===== src/rtl/dm_lsu_pkg.sv =====
// Shared encodings for the data-memory load/store unit.
// Holds size codes, the FSM state type and the alignment check.
package dm_lsu_pkg;

    localparam logic [1:0] SZ_B = 2'b00;
    localparam logic [1:0] SZ_H = 2'b01;
    localparam logic [1:0] SZ_W = 2'b10;

    localparam int unsigned WORD_BYTES = 4;
    localparam int unsigned OFF_W      = $clog2(WORD_BYTES);

    typedef enum logic [1:0] {
        StIdle,
        StRd,
        StWr,
        StResp
    } lsu_state_e;

    // Reserved size and misaligned half/word accesses are rejected without a RAM cycle.
    function automatic logic access_err(input logic [1:0] size, input logic [OFF_W-1:0] offset);
        logic err;
        case (size)
            SZ_B:    err = 1'b0;
            SZ_H:    err = offset[0];
            SZ_W:    err = |offset;
            default: err = 1'b1;
        endcase
        return err;
    endfunction

endpackage


===== src/rtl/dm_lane_align.sv =====
// Byte/half lane steering: load extract with sign/zero extension and store merge.
// Purely combinational; the caller supplies the RAM word and the registered request fields.
module dm_lane_align
    import dm_lsu_pkg::*;
(
    input  logic [31:0]      word,
    input  logic [31:0]      wdata,
    input  logic [OFF_W-1:0] offset,
    input  logic [1:0]       size,
    input  logic             is_unsigned,
    output logic [31:0]      load_data,
    output logic [31:0]      store_word
);

    logic [7:0]  lane_b;
    logic [15:0] lane_h;

    always_comb begin
        lane_b     = word[{offset, 3'b000} +: 8];
        lane_h     = word[{offset[1], 4'b0000} +: 16];
        load_data  = '0;
        store_word = word;
        case (size)
            SZ_B: begin
                load_data = {{24{lane_b[7] & ~is_unsigned}}, lane_b};
                store_word[{offset, 3'b000} +: 8] = wdata[7:0];
            end
            SZ_H: begin
                load_data = {{16{lane_h[15] & ~is_unsigned}}, lane_h};
                store_word[{offset[1], 4'b0000} +: 16] = wdata[15:0];
            end
            SZ_W: begin
                load_data  = word;
                store_word = wdata;
            end
            default: ;
        endcase
    end

endmodule


===== src/rtl/dm_lsu.sv =====
// Load/store unit in front of the 64-word data RAM.
// Sub-word stores are done as read-modify-write; all accesses are one request at a time.
module dm_lsu
    import dm_lsu_pkg::*;
#(
    parameter int unsigned ADDR_W = 6
) (
    input  logic              clk_dm,
    input  logic              rst_n,
    input  logic              req_valid,
    output logic              req_ready,
    input  logic              req_we,
    input  logic [1:0]        req_size,
    input  logic              req_unsigned,
    input  logic [ADDR_W+1:0] req_addr,
    input  logic [31:0]       req_wdata,
    output logic              rsp_valid,
    input  logic              rsp_ready,
    output logic [31:0]       rsp_rdata,
    output logic              rsp_err,
    output logic              Mem_Write,
    output logic [ADDR_W-1:0] DM_Addr,
    output logic [31:0]       M_W_Data,
    input  logic [31:0]       M_R_Data
);

    lsu_state_e state_q, state_d;

    logic [OFF_W-1:0]  offset_q;
    logic [1:0]        size_q;
    logic              we_q;
    logic              uns_q;
    logic [31:0]       wdata_q;
    logic [31:0]       rsp_rdata_q;
    logic              rsp_err_q;
    logic [ADDR_W-1:0] dm_addr_q;
    logic [31:0]       m_w_data_q;

    logic        accept;
    logic        req_err;
    logic [31:0] load_data;
    logic [31:0] store_word;

    assign req_err = access_err(req_size, req_addr[OFF_W-1:0]);
    assign accept  = req_valid && req_ready;

    dm_lane_align u_align (
        .word        (M_R_Data),
        .wdata       (wdata_q),
        .offset      (offset_q),
        .size        (size_q),
        .is_unsigned (uns_q),
        .load_data   (load_data),
        .store_word  (store_word)
    );

    always_ff @(posedge clk_dm or negedge rst_n) begin
        if (!rst_n) begin
            state_q <= StIdle;
        end else begin
            state_q <= state_d;
        end
    end

    always_comb begin
        state_d = state_q;
        case (state_q)
            StIdle: begin
                if (req_valid) begin
                    if (req_err) begin
                        state_d = StResp;
                    end else if (req_we && req_size == SZ_W) begin
                        state_d = StWr;
                    end else begin
                        state_d = StRd;
                    end
                end
            end
            StRd:    state_d = we_q ? StWr : StResp;
            StWr:    state_d = StResp;
            StResp:  state_d = rsp_ready ? StIdle : StResp;
            default: state_d = StIdle;
        endcase
    end

    // Write enable decoded from state so an async reset kills it without waiting for a clock.
    always_comb begin
        req_ready = (state_q == StIdle);
        rsp_valid = (state_q == StResp);
        Mem_Write = (state_q == StWr);
    end

    always_ff @(posedge clk_dm or negedge rst_n) begin
        if (!rst_n) begin
            offset_q    <= '0;
            size_q      <= SZ_B;
            we_q        <= 1'b0;
            uns_q       <= 1'b0;
            wdata_q     <= '0;
            rsp_rdata_q <= '0;
            rsp_err_q   <= 1'b0;
            dm_addr_q   <= '0;
            m_w_data_q  <= '0;
        end else if (accept) begin
            offset_q    <= req_addr[OFF_W-1:0];
            size_q      <= req_size;
            we_q        <= req_we;
            uns_q       <= req_unsigned;
            wdata_q     <= req_wdata;
            rsp_rdata_q <= '0;
            rsp_err_q   <= req_err;
            if (!req_err) begin
                dm_addr_q <= req_addr[ADDR_W+1:2];
                if (req_we && req_size == SZ_W) begin
                    m_w_data_q <= req_wdata;
                end
            end
        end else if (state_q == StRd) begin
            if (we_q) begin
                m_w_data_q <= store_word;
            end else begin
                rsp_rdata_q <= load_data;
            end
        end
    end

    assign rsp_rdata = rsp_rdata_q;
    assign rsp_err   = rsp_err_q;
    assign DM_Addr   = dm_addr_q;
    assign M_W_Data  = m_w_data_q;

endmodule


===== config.mk =====
export PLATFORM = sky130hd
export DESIGN_NAME = dm_lsu
export DESIGN_NICKNAME = d
export VERILOG_FILES = /design/src/rtl/dm_lsu_pkg.sv /design/src/rtl/dm_lane_align.sv /design/src/rtl/dm_lsu.sv
export SDC_FILE = /design/constraint.sdc
export NUM_CORES = 1
export LEC_CHECK = 0
export ABC_CLOCK_PERIOD_IN_PS = 3600
export BUFFER_PORTS_ARGS = -buffer_cell sky130_fd_sc_hd__buf_2
export CAP_MARGIN = 20
export CORE_MARGIN = 5
export CORE_UTILIZATION = 58
export CTS_BUF_LIST = sky130_fd_sc_hd__clkbuf_4 sky130_fd_sc_hd__clkbuf_8 sky130_fd_sc_hd__clkbuf_16
export CTS_CLUSTER_SIZE = 40
export DETAILED_ROUTE_END_ITERATION = 8
export PLACE_DENSITY = 0.85
export SKIP_CTS_REPAIR_TIMING = 1
export SKIP_LAST_GASP = 1
export SLEW_MARGIN = 20
export SYNTH_ARGS = -nofsm -noshare
export SYNTH_HDL_FRONTEND = slang
export SYNTH_SLANG_ARGS = --single-unit
export TNS_END_PERCENT = 50

===== constraint.sdc =====
create_clock -name clk_dm -period 3.6 [get_ports clk_dm]
set_input_delay 0 -clock clk_dm [delete_from_list [all_inputs] [get_ports clk_dm]]
set_output_delay 0 -clock clk_dm [all_outputs]
set_load 0.02 [all_outputs]

==> impl_metrics.ini <==
[outcome]
status = finished, violations left
violations = hold timing

[timing]
rsz0062_at_grt = no
finalCritPeriodShare_pct = 73.1
tightest_slew_ns = 0.998
holdWs_ns = -0.00680
fin_setup_tns_ns = 0
finalHoldViolations = 3
finalSetupViolations = 0
period_needed_ns = 2.63
final_max_slew_viol_count = 0
setup_slack_ns = 0.968
finalClockSkew_ns = 0.0189
fmax_mhz = 380
max-slew-margin-rel_pct = 33.5

[synthesis]
synthArstFlopShare_pct = 100
synth_edf_count = 0
syn_area_per_cell_sq_um = 8.69
synthDistinctLibCells = 47
syn_nets = 793
mappedNetlistArea_sq_um = 6150
ys.flop_type = dfrtp_1
yosys-top-cells-area = dfrtp_1, nand2_1, mux2_2
yosys_warnings = 0
synth_top_area_cell = dfrtp_1
ys_seq_elements = 111
yosysTopAreaCellShare_pct = 45.2
synth_cells = 708
yosysSeqAreaShare_pct = 45.2

[route]
drt_wl_total_um = 21500
drc = 0
ant_nets = 0
drt-initial-drc-count = 832
vias_per_cell = 6.37
drtPass1Iterations = 5
vias = 6534
wl_per_cell_um = 21.0

[critical_path]
r2r_start = offset_q[1]
cpPeakStageDelay_ns = 0.91
worstSetupStartpointType = register
critPathCaptureType = register
r2r_slack_ns = 0.97
arrival_ns = 2.90
critPathMaxFanout = 45
startpoint = offset_q[1]
path_cells = buf_4 > mux2_2 > nor2_1 > a2111oi_4 > a21oi_1 > o21ai_0
path_class = register to register
slowest_stage = a2111oi_4
worstPathRequired_ns = 3.87

[placement]
port_buffers = 153
gp_congestion = 0.914
dp.final_hpwl_um = 14300
dp_slack_ns = 1.04

[global_route]
grt_usage_pct = 31.3
grt_start_max_net_pins = 81
first_global_vias = 6072
grt-ovfl-total = 0
grt_pass1_wl_um = 31700
antenna_found_initial = 0

[cts]
tritoncts = yes
cts.reportedPaths.clkPinSlew_ns = 0.11
clkSinkCount = 111
clockBufferDepth = 2
clk_latency_ns = 0.38
cts_made_buffers = 9
cts-root-buf = clkbuf_8
htreeDepth = 3

[finish]
layout.nets = 969
antenna_cells = 0
num-fill-cells = 711
drive_gt1_share_pct = 26.0
area_growth_pct = 25.7

[floorplanning]
die_h_um = 113
io_pins = 154
dieArea_sq_um = 12800
fp.dieW_um = 113
rows = 37
initial_core_util_pct = 59.6
core-area_sq_um = 10300

[hold_path]
hold_path_startpoint = M_R_Data[6]
worstHoldPathType = input pin to register

[power]
powerDensity_nw_per_um2 = 920
vdd.ir_drop.worst_mv = 0.618
leakage_nw = 3.60

[job]
max-cap-violations = 0
==> layer usage <==
metal  vias up  global-route usage [%]  routed length, um
met3        96                    7.06               2230
met2       441                    47.0               9720
li1       2901                       -                  -
met5         -                       0                  0
met1      3096                    44.0               8560
met4         0                    13.1                990
==> cells in the final DEF (no fill, tap or decap), drive strengths merged, types with 3 or more instances in the layout <==
cell,count
nor2,41
clkbuf,11
nor2b,4
and3,3
a31oi,22
a221oi,17
inv,8
a32oi,7
nand3,20
mux2,37
dfrtp,111
o21ai,68
o211ai,22
ha,5
mux2i,9
a222oi,7
nand2,191
buf,168
dlygate4sd3,52
o2111ai,13
nor3,6
a21oi,33
or3,3
==> final cells by class <==
cell class                 count  area, sq um  share of cell area (%)
multi-input combinational    534         3120                    40.3
sequential                   111         2780                    36.0
timing repair buffer         220         1410                    18.2
tap                          136          170                    2.20
clock buffer                  11          145                    1.88
clock inverter                 5         81.3                    1.05
inverter                       8         30.0                   0.388
==> worst paths after layout <==
path / cells past startpoint / end
worst max-delay path: 6 / rsp_rdata[20]
worst min-delay path: 3 / rsp_rdata[6]
worst max register to register: 6 / rsp_rdata[20]
worst min register to register: 2 / wdata_q[22]
max in group asynchronous: 3 / wdata_q[11]
min in group asynchronous: 2 / rsp_rdata[1]
==> cells by family (layout without fill, tap and decap cells) <==
| kind of cell | Yosys count | after routing | share of synthesized area [%] |
|---|---|---|---|
| AOI/OAI and AO/OA | 205 | 205 | 22.1 |
| buffers and inverters | 63 | 244 | 4.35 |
| and+or+nand+nor | 277 | 277 | 18.8 |
| muxes | 47 | 47 | 8.60 |
| adders and majority gates | 5 | 5 | 1.02 |
| DFF | 111 | 111 | 45.2 |
==> critical path: cells and delay by family (launching register included) <==
kind / cells / cell delay [ns]
AO/OA/AOI/OAI: 3 / 1.24
buffers and inverters: 1 / 0.52
flip-flops: 1 / 0.36
AND/OR/NAND/NOR: 1 / 0.07
multiplexers: 1 / 0.31
==> state kept, by name, indices dropped and copies added, names as in the netlist <==
name,flops
state_q,2
uns_q,1
offset_q,2
we_q,1
rsp_rdata,32
rsp_err,1
size_q,2
wdata_q,32
M_W_Data,32
DM_Addr,6
==> metrics by stage <==
stage | instances | util (%) | cell area [sq um] | total power, mW
after floorplan | 708 | - | 6150 | 4.90
after global placement | 956 | 67.5 | 6970 | 5.94
after detailed placement | 956 | 67.5 | 6970 | 6.09
after CTS | 972 | 69.7 | 7200 | 6.94
after global routing | 1025 | 74.9 | 7730 | 7.58
final | 1025 | 74.9 | 7730 | 7.12
==> Yosys cell counts, types with 5 or more instances <==
cell / instances
buf_1: 6
o2111ai_1: 13
a31oi_1: 22
nor3_1: 6
a21oi_1: 32
dfrtp_1: 111
a32oi_1: 7
nor2_1: 41
buf_2: 13
ha_1: 5
inv_1: 8
nand3_1: 20
a221oi_1: 17
mux2i_1: 9
clkbuf_1: 32
a222oi_1: 7
o21ai_0: 68
o211ai_1: 22
nand2_1: 191
mux2_2: 37
==> power breakdown <==
group          switching [mW]  internal (mW)  total [mW]
Sequential              0.602           1.81        2.41
Clock                   0.432          0.420       0.852
Combinational            2.38           1.47        3.85
(Power assumes the default switching activity.)
